### src/rtl/cache_refill_controller.sv
// Refill/write-through controller between a CPU, a direct-mapped one-word-line cache and main memory.
// Optional hit/miss statistics ports are enabled with the CACHE_STATS_EN macro.
module cache_refill_controller #(
  parameter int unsigned DATA_WIDTH = 32,
  parameter int unsigned ADDR_WIDTH = 32
) (
  input  logic                  clk,
  input  logic                  rst,
  input  logic [ADDR_WIDTH-1:0] cpu_addr,
  input  logic [DATA_WIDTH-1:0] cpu_wdata,
  input  logic                  cpu_re,
  input  logic                  cpu_we,
  output logic [DATA_WIDTH-1:0] cpu_rdata,
  output logic                  stall,
  output logic [ADDR_WIDTH-1:0] cache_addr,
  output logic [DATA_WIDTH-1:0] cache_wdata,
  output logic                  cache_we,
  input  logic [DATA_WIDTH-1:0] cache_rdata,
  input  logic                  cache_hit,
  output logic                  mem_req,
  output logic                  mem_we,
  output logic [ADDR_WIDTH-1:0] mem_addr,
  output logic [DATA_WIDTH-1:0] mem_wdata,
  input  logic [DATA_WIDTH-1:0] mem_rdata,
  input  logic                  mem_ack
`ifdef CACHE_STATS_EN
  ,
  output logic [31:0]           hit_count,
  output logic [31:0]           miss_count
`endif
);

  typedef enum logic [1:0] {
    IDLE,
    MEM_READ,
    MEM_WRITE,
    DONE
  } state_e;

  state_e                state_q, state_d;
  logic [ADDR_WIDTH-1:0] addr_q, addr_d;
  logic [DATA_WIDTH-1:0] data_q, data_d;
  logic [DATA_WIDTH-1:0] fill_q, fill_d;
  logic                  rd_q, rd_d;

  always_ff @(posedge clk) begin
    if (rst) begin
      state_q <= IDLE;
      addr_q  <= '0;
      data_q  <= '0;
      fill_q  <= '0;
      rd_q    <= 1'b0;
    end else begin
      state_q <= state_d;
      addr_q  <= addr_d;
      data_q  <= data_d;
      fill_q  <= fill_d;
      rd_q    <= rd_d;
    end
  end

  always_comb begin
    state_d     = state_q;
    addr_d      = addr_q;
    data_d      = data_q;
    fill_d      = fill_q;
    rd_d        = rd_q;
    stall       = 1'b0;
    cpu_rdata   = '0;
    cache_addr  = addr_q;
    cache_wdata = data_q;
    cache_we    = 1'b0;
    mem_req     = 1'b0;
    mem_we      = 1'b0;
    mem_addr    = addr_q;
    mem_wdata   = data_q;

    case (state_q)
      IDLE: begin
        cache_addr = cpu_addr;
        // A store takes priority; a simultaneous load request is ignored.
        if (cpu_we) begin
          stall       = 1'b1;
          cache_we    = 1'b1;
          cache_wdata = cpu_wdata;
          addr_d      = cpu_addr;
          data_d      = cpu_wdata;
          rd_d        = 1'b0;
          state_d     = MEM_WRITE;
        end else if (cpu_re) begin
          if (cache_hit) begin
            cpu_rdata = cache_rdata;
          end else begin
            stall   = 1'b1;
            addr_d  = cpu_addr;
            rd_d    = 1'b1;
            state_d = MEM_READ;
          end
        end
      end
      MEM_READ: begin
        stall   = 1'b1;
        mem_req = 1'b1;
        if (mem_ack) begin
          fill_d  = mem_rdata;
          state_d = DONE;
        end
      end
      MEM_WRITE: begin
        stall   = 1'b1;
        mem_req = 1'b1;
        mem_we  = 1'b1;
        if (mem_ack) begin
          state_d = DONE;
        end
      end
      DONE: begin
        if (rd_q) begin
          cache_we    = 1'b1;
          cache_wdata = fill_q;
          cpu_rdata   = fill_q;
        end
        state_d = IDLE;
      end
      default: state_d = IDLE;
    endcase
  end

`ifdef CACHE_STATS_EN
  logic        hit_ev, miss_ev;
  logic [31:0] hit_cnt_q, miss_cnt_q;

  assign hit_ev  = (state_q == IDLE) && cpu_re && !cpu_we && cache_hit;
  assign miss_ev = (state_q == IDLE) && cpu_re && !cpu_we && !cache_hit;

  always_ff @(posedge clk) begin
    if (rst) begin
      hit_cnt_q  <= '0;
      miss_cnt_q <= '0;
    end else begin
      if (hit_ev && (hit_cnt_q != '1)) hit_cnt_q <= hit_cnt_q + 32'd1;
      if (miss_ev && (miss_cnt_q != '1)) miss_cnt_q <= miss_cnt_q + 32'd1;
    end
  end

  assign hit_count  = hit_cnt_q;
  assign miss_count = miss_cnt_q;
`endif

endmodule

### config.mk
export PLATFORM = sky130hd
export DESIGN_NAME = cache_refill_controller
export DESIGN_NICKNAME = d
export VERILOG_FILES = /design/src/rtl/cache_refill_controller.sv
export SDC_FILE = /design/constraint.sdc
export NUM_CORES = 1
export LEC_CHECK = 0
export ABC_CLOCK_PERIOD_IN_PS = 5100
export BUFFER_PORTS_ARGS = -buffer_cell sky130_fd_sc_hd__buf_2
export CAP_MARGIN = 20
export CORE_AREA = 2 2 117 119
export DETAILED_ROUTE_END_ITERATION = 7
export DIE_AREA = 0 0 119 121
export PLACE_DENSITY = 0.73
export SLEW_MARGIN = 20
export SYNTH_ARGS = -nofsm -noshare
export SYNTH_HDL_FRONTEND = slang
export SYNTH_SLANG_ARGS = --single-unit
### constraint.sdc
create_clock -name clk -period 5.1 [get_ports clk]
set_input_delay 0.765 -clock clk [delete_from_list [all_inputs] [get_ports clk]]
set_output_delay 0.765 -clock clk [all_outputs]
set_load 0.005 [all_outputs]
[After elaboration in Yosys (flattened, before gate mapping)]
Index checks and enable logic that the tools add are counted.
Cells by class
  equal/unequal tests: 7
  mux-type cells: 29
  reduce and logical (&&, ||, !) cells: 6
Operators by type and width (count)
  32-bit two-way mux: 10
  32-bit case mux with 2 select lines: 2
  1-bit two-way mux: 10
  2-bit two-way mux: 4
  3-bit inequality test, second input constant: 2
  2-bit case mux with 3 select lines: 1
  3-bit AND reduction: 2
  2-bit == test, second input constant: 2
  1-bit case mux with 2 select lines: 2
  2-bit by 1-bit == test with 1-bit output, second input constant: 1
  2-bit zero test: 1
  2-bit by 1-bit inequality test with 1-bit output, second input constant: 1
  2-bit inequality test, second input constant: 1
  2-bit AND reduction: 1
  2-bit nonzero test: 1
  2-bit OR reduction: 1
Storage, ports and cells
  register bits: 99
  input port bits: 134
  output and inout bits: 164
  logic and storage cells: 47

[Longest topological paths before layout]
Gate-level depths: netlist (run 1).
  depth in word-level cells: 4
  mapped depth: 8
  gate-level depth less buffers: 5

[Worst setup path after synthesis (run 1)]
Ideal clock, no wire load.
  path type: flip-flop to output port
  from: reg state_q[0]
  to: out cache_wdata[14]
  arrival time: 1.477 ns
  required time: 4.335 ns
  path slack: 2.858 ns
  stages on the path, launching flop included: 6
  buffers on the path: 2
  cell sequence: dfxtp_1 inv_1 ha_1 clkbuf_1 clkbuf_1 o2bb2ai_1
On the way
  word-level cells in the longest chain between the ends: 2
  elaborated cells on any way between the ends: 3
  classes of those cells: eq/ne (1); mux (1); reduce/logical (1)
Ends and longest elaborated chain
  start, declared: RTL line 40  | state_e state_q, state_d;
  start signal, assigned: RTL line 54  | state_q <= state_d;
  2-bit == test or 2-bit zero test (tied branches): RTL line 78  | case (state_q)
  32-bit case mux with 2 select lines (*): RTL line 78
  end, declared: RTL line 16  | output logic [DATA_WIDTH-1:0] cache_wdata,
Mark *: on every way between the ends. The rest lies on a longest branch, timed or not.

[Final worst setup path (run 1)]
  from: reg state_q[0]
  to: out cache_wdata[30]
The elaborated chain is that of the path after synthesis.

==> reports/qor.yml, run 1 <==
internal-power_mw: 2.13
coreArea_sq_mm: 0.0131
synth_top_area_cell: "dfxtp_1"
r2r_setup_slack_ns: 2.79
worstPathMaxFanout: 41
clk_pin_slew_ns: 0.07
cts_inserted_buffers: 9
cellLeakagePower_nw: 3.32
drtPass1Iterations: 6
cpMostUsedCell: "buf_4"
synth_top_cells_by_area: "dfxtp_1, nand2_1, a22oi_1, mux2_2, a21oi_1"
tns_ns: 0
netlist_instances: 642
hold_viol: 0
avgSynthCellArea_sq_um: 8.00
drive_above_1_share_pct: 40.0
final-setup-viol-count: 0
slew_viol_final: 0
rr_startpoint: "state_q[0]$_SDFFE_PP0P_"
clk_path_buf_depth: 2
slowest_delay_ns: 0.51
antenna_found_initial: 0
placedCellCount: 1064
htree_levels: 3
synth-edff-count: 0
cts_tree: "yes"
area_growth_pct: 35.1
powerDensity_mw_per_mm2: 511
overflow: 0
vdd_drop_max_uv: 232
boundaryPins: 298
wl_um: 16900
gp_congestion: 0.842
grt_max_degree: 69
synth_top_area_share_pct: 38.6
via_count: 5499
clkLatencyLatePin_ns: 0.34
dp_hpwl_um: 12200
post_cts_buffers: 0
die_w_um: 119
worstSetupPathType: "reg -> out"
holdBufCountCts: 0
switching_share_pct: 39.8
rsz0062_at_grt: "false"
worst_setup_path_end_kind: "output port"
cts_sinks: 99
min_path_type: "reg -> reg"
grt_util_met2_pct: 39.4
crit_path_cell_trace: "inv_1 -> ha_2 -> buf_4 -> nor2b_1 -> a211o_1 -> buf_4 -> o2bb2ai_1 -> buf_2"
r2r_end: "mem_addr[31]$_SDFFE_PP0P_"
p_comb_share_pct: 49.0
grt_pass1_wl_um: 25900
met1_usage_pct: 27.0
clock_power_share_pct: 21.3
antenna_cells: 0
cts_resized: 0
async_flop_share_pct: 0
start_kind: "register"
switchingPower_mw: 1.41
grt_util_met3_pct: 4.18
min_period_over_period_pct: 72.6
rows: 42
maxCapViolCount: 0
grt_usage_pct: 22.3
synth.yosys.seq_area_share_pct: 38.6
r2r.worst_path.cells: 5
start_util_pct: 39.3
whs_path_depth: 2
layoutNonFillerInstCount: 1080
synth.ff_latch_count: 99
crit_arrival_ns: 2.94
syn_nets: 781
crit_required_ns: 4.34
layout.nets: 1038
hp-start: "mem_wdata[23]$_SDFFE_PP0P_"
slew_headroom_pct: 34.6
ys.flop_type: "dfxtp_1"
drc: 0
drtAntennaViolNets: 0
wl_per_cell_um: 15.7
seqPwrFrac_pct: 29.7
timing.fmax_ghz: 0.270
outcome: "finished clean"
cts_root_buf: "clkbuf_16"
via_per_inst: 5.09
synth_area_sq_mm: 0.00514
grt.busiest_layer: "met2"
drtIter0Drc: 391
yosys_warnings: 0
grt_pass1_vias: 4945
finClkSkew_ns: 0.0114
holdPathEnd: "mem_wdata[23]$_SDFFE_PP0P_"
crit_path_top_delay_cell: "a211o_1"
die_h_um: 121
die_area_sq_mm: 0.0144
portBuffers: 297
fin_crit_ns: 3.70
worst_pin_slew_ns: 0.980
synth_cell_types: 24
## synth_stat cells, types with 2 or more instances
library cell    n
clkbuf_1       24
a21oi_1        67
nor2_1         34
nand2_1       195
and2_1          3
a22oi_1        64
inv_1           6
ha_1            5
dfxtp_1        99
buf_2          29
buf_6           7
o2bb2ai_1      32
mux2_2         32
o21ai_0         2
nor2b_1         2
mux2i_1        33
## through the flow
step | setup WS [ns] | power (mW) | area [sq um] | util (%) | hold slack (ns)
4_1_cts | 1.40 | 3.57 | 6940 | 53.1 | 0.468
3_5_place_dp | 1.77 | 2.81 | 6600 | 50.5 | 0.457
6_report | 1.40 | 3.55 | 6940 | 53.1 | 0.467
3_3_place_gp | 1.83 | 2.79 | 6600 | 50.5 | 0.454
2_1_floorplan | 2.86 | 2.18 | 5140 | - | 0.450
5_1_grt | 1.24 | 3.77 | 6940 | 53.1 | 0.489
## worst max path at each step
| stage | endpoint | depth (start not counted) | start | slack [ns] |
|---|---|---|---|---|
| floorplan | cache_wdata[14] | 5 | state_q[0]$_SDFFE_PP0P_ | 2.86 |
| detailed placement | cache_wdata[30] | 8 | state_q[0]$_SDFFE_PP0P_ | 1.77 |
| global placement | cache_wdata[30] | 8 | state_q[0]$_SDFFE_PP0P_ | 1.83 |
| finish | cache_wdata[30] | 8 | state_q[0]$_SDFFE_PP0P_ | 1.40 |
| global route | cache_wdata[30] | 8 | state_q[0]$_SDFFE_PP0P_ | 1.24 |
| CTS | cache_wdata[30] | 8 | state_q[0]$_SDFFE_PP0P_ | 1.40 |
## power by group through the flow
stage               logic, mW  registers [mW]  clock network (mW)
finish                   1.74            1.05               0.756
floorplan                1.14            1.05                   0
global placement         1.72            1.06                   0
CTS                      1.74            1.05               0.774
global route             1.89            1.07               0.807
detailed placement       1.74            1.07                   0
## layout make-up
class                      instances  area [sq um]
clock inverter                     5          85.1
inverter                           6          22.5
sequential                        99          1980
fill                            1268          6140
multi-input combinational        476          2820
tap                              176           220
timing repair buffer             307          1560
clock buffer                      11           253
## flip-flops by register name, summed over array words and instances, names as in the netlist
name	count
rd_q	1
state_q	2
fill_q	32
mem_addr	32
mem_wdata	32
## critical path, delay by kind of cell (launching register included)
kind,cells,cell delay (ns)
simple gates,1,0.28
fa+ha+maj,1,0.18
buf+inv,4,1.05
flops,1,0.36
compound gates,2,0.72
## cell families after synthesis
logic type / count (synthesis) / share of synthesized area, %
mux: 65 / 13.4
compound gates: 169 / 22.3
simple gates: 237 / 17.8
fa+ha+maj: 5 / 1.22
buf+inv: 67 / 6.70
flops: 99 / 38.6
## metal layers
metal	share of wire [%]	wire, um
met5	0	0
met4	2.5	425
met3	6.7	1130
met2	49	8350
met1	42	7040
## cells in the final DEF, fill, tap and decap left out, types with 2 or more instances in the layout
master / count
nand2_1: 195
clkbuf_16: 9
o2bb2ai_1: 32
nor2b_1: 2
o21ai_0: 2
a22oi_1: 64
mux2i_1: 33
clkinv_4: 2
buf_2: 297
and2_2: 2
mux2_2: 32
ha_1: 4
nor2_1: 34
inv_1: 5
bufinv_16: 2
buf_4: 10
clkbuf_8: 2
a21oi_1: 67
dfxtp_1: 99
Note: power is estimated with default switching activity, not from simulation.
==> run 2: changes to the inputs <==
- ABC_CLOCK_PERIOD_IN_PS: 5100 -> 3100
- CORE_AREA: 2 2 117 119 -> default
- CORE_ASPECT_RATIO: default -> 1.2
- CORE_MARGIN: default -> 2
- CORE_UTILIZATION: default -> 40
- DIE_AREA: 0 0 119 121 -> default
- PLACE_DENSITY: 0.73 -> 0.77
- clock period: 5.1 -> 3.1 ns (I/O delays scaled with it)
==> run 2 against run 1 <==
Effect of this change: highest routed layer is now met5; critical endpoint is now cache_wdata[24]; sequential power rose by 66%; non-clock buffer count rose by 2; global-route usage grew 0.65 points; clock power rose by 46%; power up 60%; largest power group unchanged; clock skew shrank 0.00083 ns; routed wire length up 0.16%; critical path type unchanged; count of clock-buffer cells in the layout shrank 1; largest cell class unchanged.
==> reports/qor.yml, run 2 (synthesized netlist as in run 1, its figures left out) <==
outcome: "finished clean"  # unchanged
worst_pin_slew_ns: 1.02  # was 0.980 ns
slew_headroom_pct: 32.0  # was 34.6%
coreArea_sq_mm: 0.0126  # was 0.0131 sq mm
hold_viol: 0  # unchanged
crit_required_ns: 2.63  # was 4.34 ns
clkLatencyLatePin_ns: 0.34  # about the same
drtPass1Iterations: 5  # was 6
finClkSkew_ns: 0.0106  # was 0.0114 ns
grt_max_degree: 69  # unchanged
worstSetupPathType: "reg -> out"  # unchanged
maxCapViolCount: 0  # unchanged
final_cell_mix: "buf_2, nand2_1, dfxtp_1, a21oi_1, a22oi_1"  # unchanged
rsz0062_at_grt: "false"  # unchanged
start_kind: "register"  # unchanged
drtIter0Drc: 460  # was 391
clk_path_buf_depth: 2  # unchanged
cts_tree: "yes"  # unchanged
clk_pin_slew_ns: 0.07  # about the same
die_area_sq_mm: 0.0138  # was 0.0144 sq mm
slew_viol_final: 0  # unchanged
fillCellCount: 1218  # was 1,268
gp_congestion: 0.817  # was 0.842
grt_usage_pct: 23.0  # was 22.3%
worst_setup_path_end_kind: "output port"  # unchanged
crit_arrival_ns: 2.35  # was 2.94 ns
dp_hpwl_um: 12400  # was 12,200 um
cts_sinks: 99  # unchanged
antenna_cells: 0  # unchanged
final.setup.worst_slack_ns: 0.289  # was 1.40 ns
start_util_pct: 40.7  # was 39.3%
via_per_inst: 5.26  # was 5.09
grt_pass1_vias: 4838  # was 4,945
area_growth_pct: 34.5  # was 35.1%
rows: 45  # was 42
hp-start: "mem_rdata[28]"  # was mem_wdata[23]$_SDFFE_PP0P_
die_h_um: 128  # was 121 um
die_w_um: 107  # was 119 um
startpoint: "state_q[0]$_SDFFE_PP0P_"  # unchanged
final-setup-viol-count: 0  # unchanged
vdd_drop_max_uv: 562  # was 232 uV
via_count: 5621  # was 5,499
drive_above_1_share_pct: 40.2  # was 40.0%
tns_ns: 0  # unchanged
drtAntennaViolNets: 0  # unchanged
cts_root_buf: "clkbuf_16"  # unchanged
cellLeakagePower_nw: 3.32  # about the same
drc: 0  # unchanged
powerDensity_mw_per_mm2: 822  # was 511 mW/mm^2
cts_inserted_buffers: 9  # unchanged
r2r_end: "state_q[0]$_SDFFE_PP0P_"  # was mem_addr[31]$_SDFFE_PP0P_
min_period_over_period_pct: 90.7
layout.nets: 1040  # was 1,038
mostFrequentLayoutCell: "buf_2"  # unchanged
fin_crit_ns: 2.81
portBuffers: 297  # unchanged
holdPathEnd: "fill_q[28]$_SDFFE_PP0P_"  # was mem_wdata[23]$_SDFFE_PP0P_
worstPathMaxFanout: 41  # unchanged
r2r.worst_path.cells: 6  # was 5
post_cts_buffers: 0  # unchanged
wl_per_cell_um: 15.9  # was 15.7 um
whs_path_depth: 3  # was 2
r2r_setup_slack_ns: 0.91  # was 2.79 ns
min_path_type: "in -> reg"  # was reg -> reg
boundaryPins: 298  # unchanged
antenna_found_initial: 1  # was 0
timing.fmax_ghz: 0.356
grt_pass1_wl_um: 25100  # was 25,900 um
wl_um: 17000  # was 16,900 um
overflow: 0  # unchanged
rr_startpoint: "state_q[0]$_SDFFE_PP0P_"  # unchanged
htree_levels: 3  # unchanged
place_ws_ns: 0.526  # was 1.77 ns
## run 2: report_power, final
part	total [mW]	internal, mW	switching, mW
logic	2.84	1.25	1.59
clock network	1.10	0.640	0.461
registers	1.74	1.52	0.215
total	5.68	3.41	2.26
## run 2: layout make-up
cell class | instances | area (sq um) | area share (%)
multi-input combinational | 476 | 2820 | 40.8
sequential | 99 | 1980 | 28.7
timing repair buffer | 309 | 1590 | 23.0
clock buffer | 10 | 239 | 3.46
tap | 164 | 205 | 2.97
clock inverter | 4 | 51.3 | 0.742
inverter | 6 | 22.5 | 0.326
## run 2: worst max-delay path by stage
| stage | depth (start not counted) | to | slack [ns] |
|---|---|---|---|
| after floorplan | 5 | cache_wdata[14] | 1.16 |
| after global placement | 6 | cache_wdata[24] | 0.53 |
| after detailed placement | 7 | cache_wdata[24] | 0.53 |
| after CTS | 7 | cache_wdata[24] | 0.16 |
| after global routing | 8 | cache_wdata[13] | 0.07 |
| final | 8 | cache_wdata[24] | 0.29 |
## run 2: routing by layer
layer,global-route usage (%),vias up,share of wire [%]
met3,4.52,39,8.9
met1,27.6,2558,39
met2,40.0,284,49
met4,9.20,2,3.0
li1,-,2738,-
met5,0,-,0.077
## run 2: repair_timing
| item | CTS | global route |
|---|---|---|
| resized for setup | 0 | 2 |
| setup endpoints to repair | 0 | 12 |
| hold buffers | 0 | 0 |
## run 2: stage by stage
stage	instances	utilization (%)	hold slack [ns]	cell area (sq um)	power [mW]
6_report	1068	54.8	0.361	6910	5.68
5_1_grt	1068	54.8	0.356	6910	6.06
4_1_cts	1068	54.8	0.351	6910	5.73
3_5_place_dp	1054	52.5	0.463	6620	4.61
3_3_place_gp	1054	52.5	0.453	6620	4.58
2_1_floorplan	642	-	0.450	5140	3.59
## run 2: worst max-delay path, cell delays in order, from the launching register on
cell       delay [ns]
dfxtp_1          0.35
inv_1            0.10
ha_2             0.19
buf_6            0.30
and2_2           0.27
buf_4            0.32
a22oi_1          0.10
o2bb2ai_1        0.22
buf_2            0.15
==> run 3: changes to the inputs <==
- PLACE_DENSITY: 0.77 -> 0.82
==> run 3 against run 2 <==
Effect of this change: sequential share of layout area is 0.20 points lower; critical path depth is 1 lower; clock skew is 0.0019 ns lower; hold slack better by 0.0020 ns; fmax is 0.60% lower; non-clock buffer count is 3 higher; critical path type unchanged; highest routed layer unchanged; count of clock-buffer cells in the layout stayed put.
==> reports/qor.yml, run 3 (synthesized netlist as in run 1, its figures left out) <==
outcome: "finished clean"  # unchanged
grt_pass1_vias: 4923  # was 4,838
rsz0062_at_grt: "false"  # unchanged
tns_ns: 0  # unchanged
worstSetupPathType: "reg -> out"  # unchanged
min_path_type: "in -> reg"  # unchanged
final_cell_mix: "buf_2, nand2_1, dfxtp_1, a21oi_1, a22oi_1"  # unchanged
grt_pass1_wl_um: 25000  # was 25,100 um
powerDensity_mw_per_mm2: 826  # was 822 mW/mm^2
cts_inserted_buffers: 9  # unchanged
multi_input_area_sq_mm: 0.00282  # about the same
worst_setup_path_end_kind: "output port"  # unchanged
cts_resized: 0  # unchanged
area_growth_pct: 35.5  # was 34.5%
post_cts_buffers: 0  # unchanged
wl_per_cell_um: 15.8  # was 15.9 um
clkLatencyLatePin_ns: 0.34  # about the same
fillCellCount: 1221  # was 1,218
drtAntennaViolNets: 0  # unchanged
gp_congestion: 0.879  # was 0.817
boundaryPins: 298  # unchanged
die_w_um: 107  # unchanged
final_area_sq_mm: 0.00696  # was 0.00691 sq mm
grt_max_degree: 69  # unchanged
timing.fmax_ghz: 0.354  # was 0.356 GHz
worstPathMaxFanout: 15  # was 41
dp_hpwl_um: 12400  # about the same
layout.nets: 1043  # was 1,040
finClkSkew_ns: 0.00873  # was 0.0106 ns
clk_path_buf_depth: 2  # unchanged
maxCapViolCount: 0  # unchanged
antenna_found_initial: 1  # unchanged
drive_above_1_share_pct: 40.3  # was 40.2%
place_ws_ns: 0.599  # was 0.526 ns
final-setup-viol-count: 0  # unchanged
slew_headroom_pct: 45.8  # was 32.0%
drc: 0  # unchanged
coreArea_sq_mm: 0.0126  # unchanged
seqCellArea_sq_mm: 0.00198  # unchanged
mostFrequentLayoutCell: "buf_2"  # unchanged
final.setup.worst_slack_ns: 0.272  # was 0.289 ns
rows: 45  # unchanged
placed_area_sq_mm: 0.00666  # was 0.00662 sq mm
worst_pin_slew_ns: 0.812  # was 1.02 ns
power_mw: 5.75  # was 5.68 mW
start_util_pct: 40.7  # unchanged
hold_viol: 0  # unchanged
wl_um: 17000  # about the same
overflow: 0  # unchanged
start_kind: "register"  # unchanged
via_count: 5642  # was 5,621
drtPass1Iterations: 6  # was 5
grt_usage_pct: 22.9  # was 23.0%
die_area_sq_mm: 0.0138  # unchanged
clk_pin_slew_ns: 0.07  # about the same
cts_root_buf: "clkbuf_16"  # unchanged
slew_viol_final: 0  # unchanged
antenna_cells: 0  # unchanged
drtIter0Drc: 457  # was 460
cellLeakagePower_nw: 3.34  # was 3.32 nW
die_h_um: 128  # unchanged
htree_levels: 3  # unchanged
cts_tree: "yes"  # unchanged
vdd_drop_max_uv: 475  # was 562 uV
portBuffers: 297  # unchanged
crit_arrival_ns: 2.36  # was 2.35 ns
via_per_inst: 5.26  # about the same
min_period_over_period_pct: 91.2  # was 90.7%
crit_required_ns: 2.63  # about the same
cts_sinks: 99  # unchanged
fin_crit_ns: 2.83  # was 2.81 ns
holdBufCountCts: 0  # unchanged
==> run 3: cell type report <==
cell class	count	share of cell area (%)
clock buffer	10	3.29
clock inverter	6	0.953
inverter	6	0.324
multi-input combinational	476	40.5
sequential	99	28.5
tap	164	2.95
timing repair buffer	312	23.5
==> run 3: critical path: stages, from the launching register on <==
cell       delay, ns
dfxtp_1         0.36
inv_1           0.10
ha_2            0.35
nor2b_1         0.22
a211o_1         0.43
buf_4           0.30
o2bb2ai_1       0.14
buf_2           0.14
==> run 3: through the flow <==
stage	util, %	hold slack, ns	std cells
6_report	55.2	0.363	1073
2_1_floorplan	-	0.450	642
3_3_place_gp	52.8	0.453	1057
4_1_cts	55.2	0.352	1073
3_5_place_dp	52.8	0.461	1057
5_1_grt	55.2	0.355	1073
==> run 3: worst paths after layout <==
check / from / endpoint / slack, ns / depth (start not counted)
worst max register to register: state_q[0]$_SDFFE_PP0P_ / mem_wdata[6]$_SDFFE_PP0P_ / 0.84 / 7
worst min register to register: mem_addr[12]$_SDFFE_PP0P_ / mem_addr[12]$_SDFFE_PP0P_ / 0.47 / 2
worst max-delay path: state_q[0]$_SDFFE_PP0P_ / cache_wdata[16] / 0.27 / 7
worst min-delay path: mem_rdata[6] / fill_q[6]$_SDFFE_PP0P_ / 0.36 / 3
==> run 3: metal layers <==
| metal | wire, um | part of all wire, % | track usage [%] |
|---|---|---|---|
| met1 | 6550 | 39 | 26.7 |
| met2 | 8380 | 49 | 41.3 |
| met3 | 1680 | 9.9 | 4.98 |
| met4 | 334 | 2.0 | 7.39 |
| met5 | 11 | 0.065 | 0 |
==> run 3: power breakdown <==
| part | internal, mW | total (mW) | switching [mW] |
|---|---|---|---|
| sequential | 1.52 | 1.73 | 0.213 |
| combinational | 1.30 | 2.90 | 1.60 |
| clock | 0.626 | 1.12 | 0.489 |
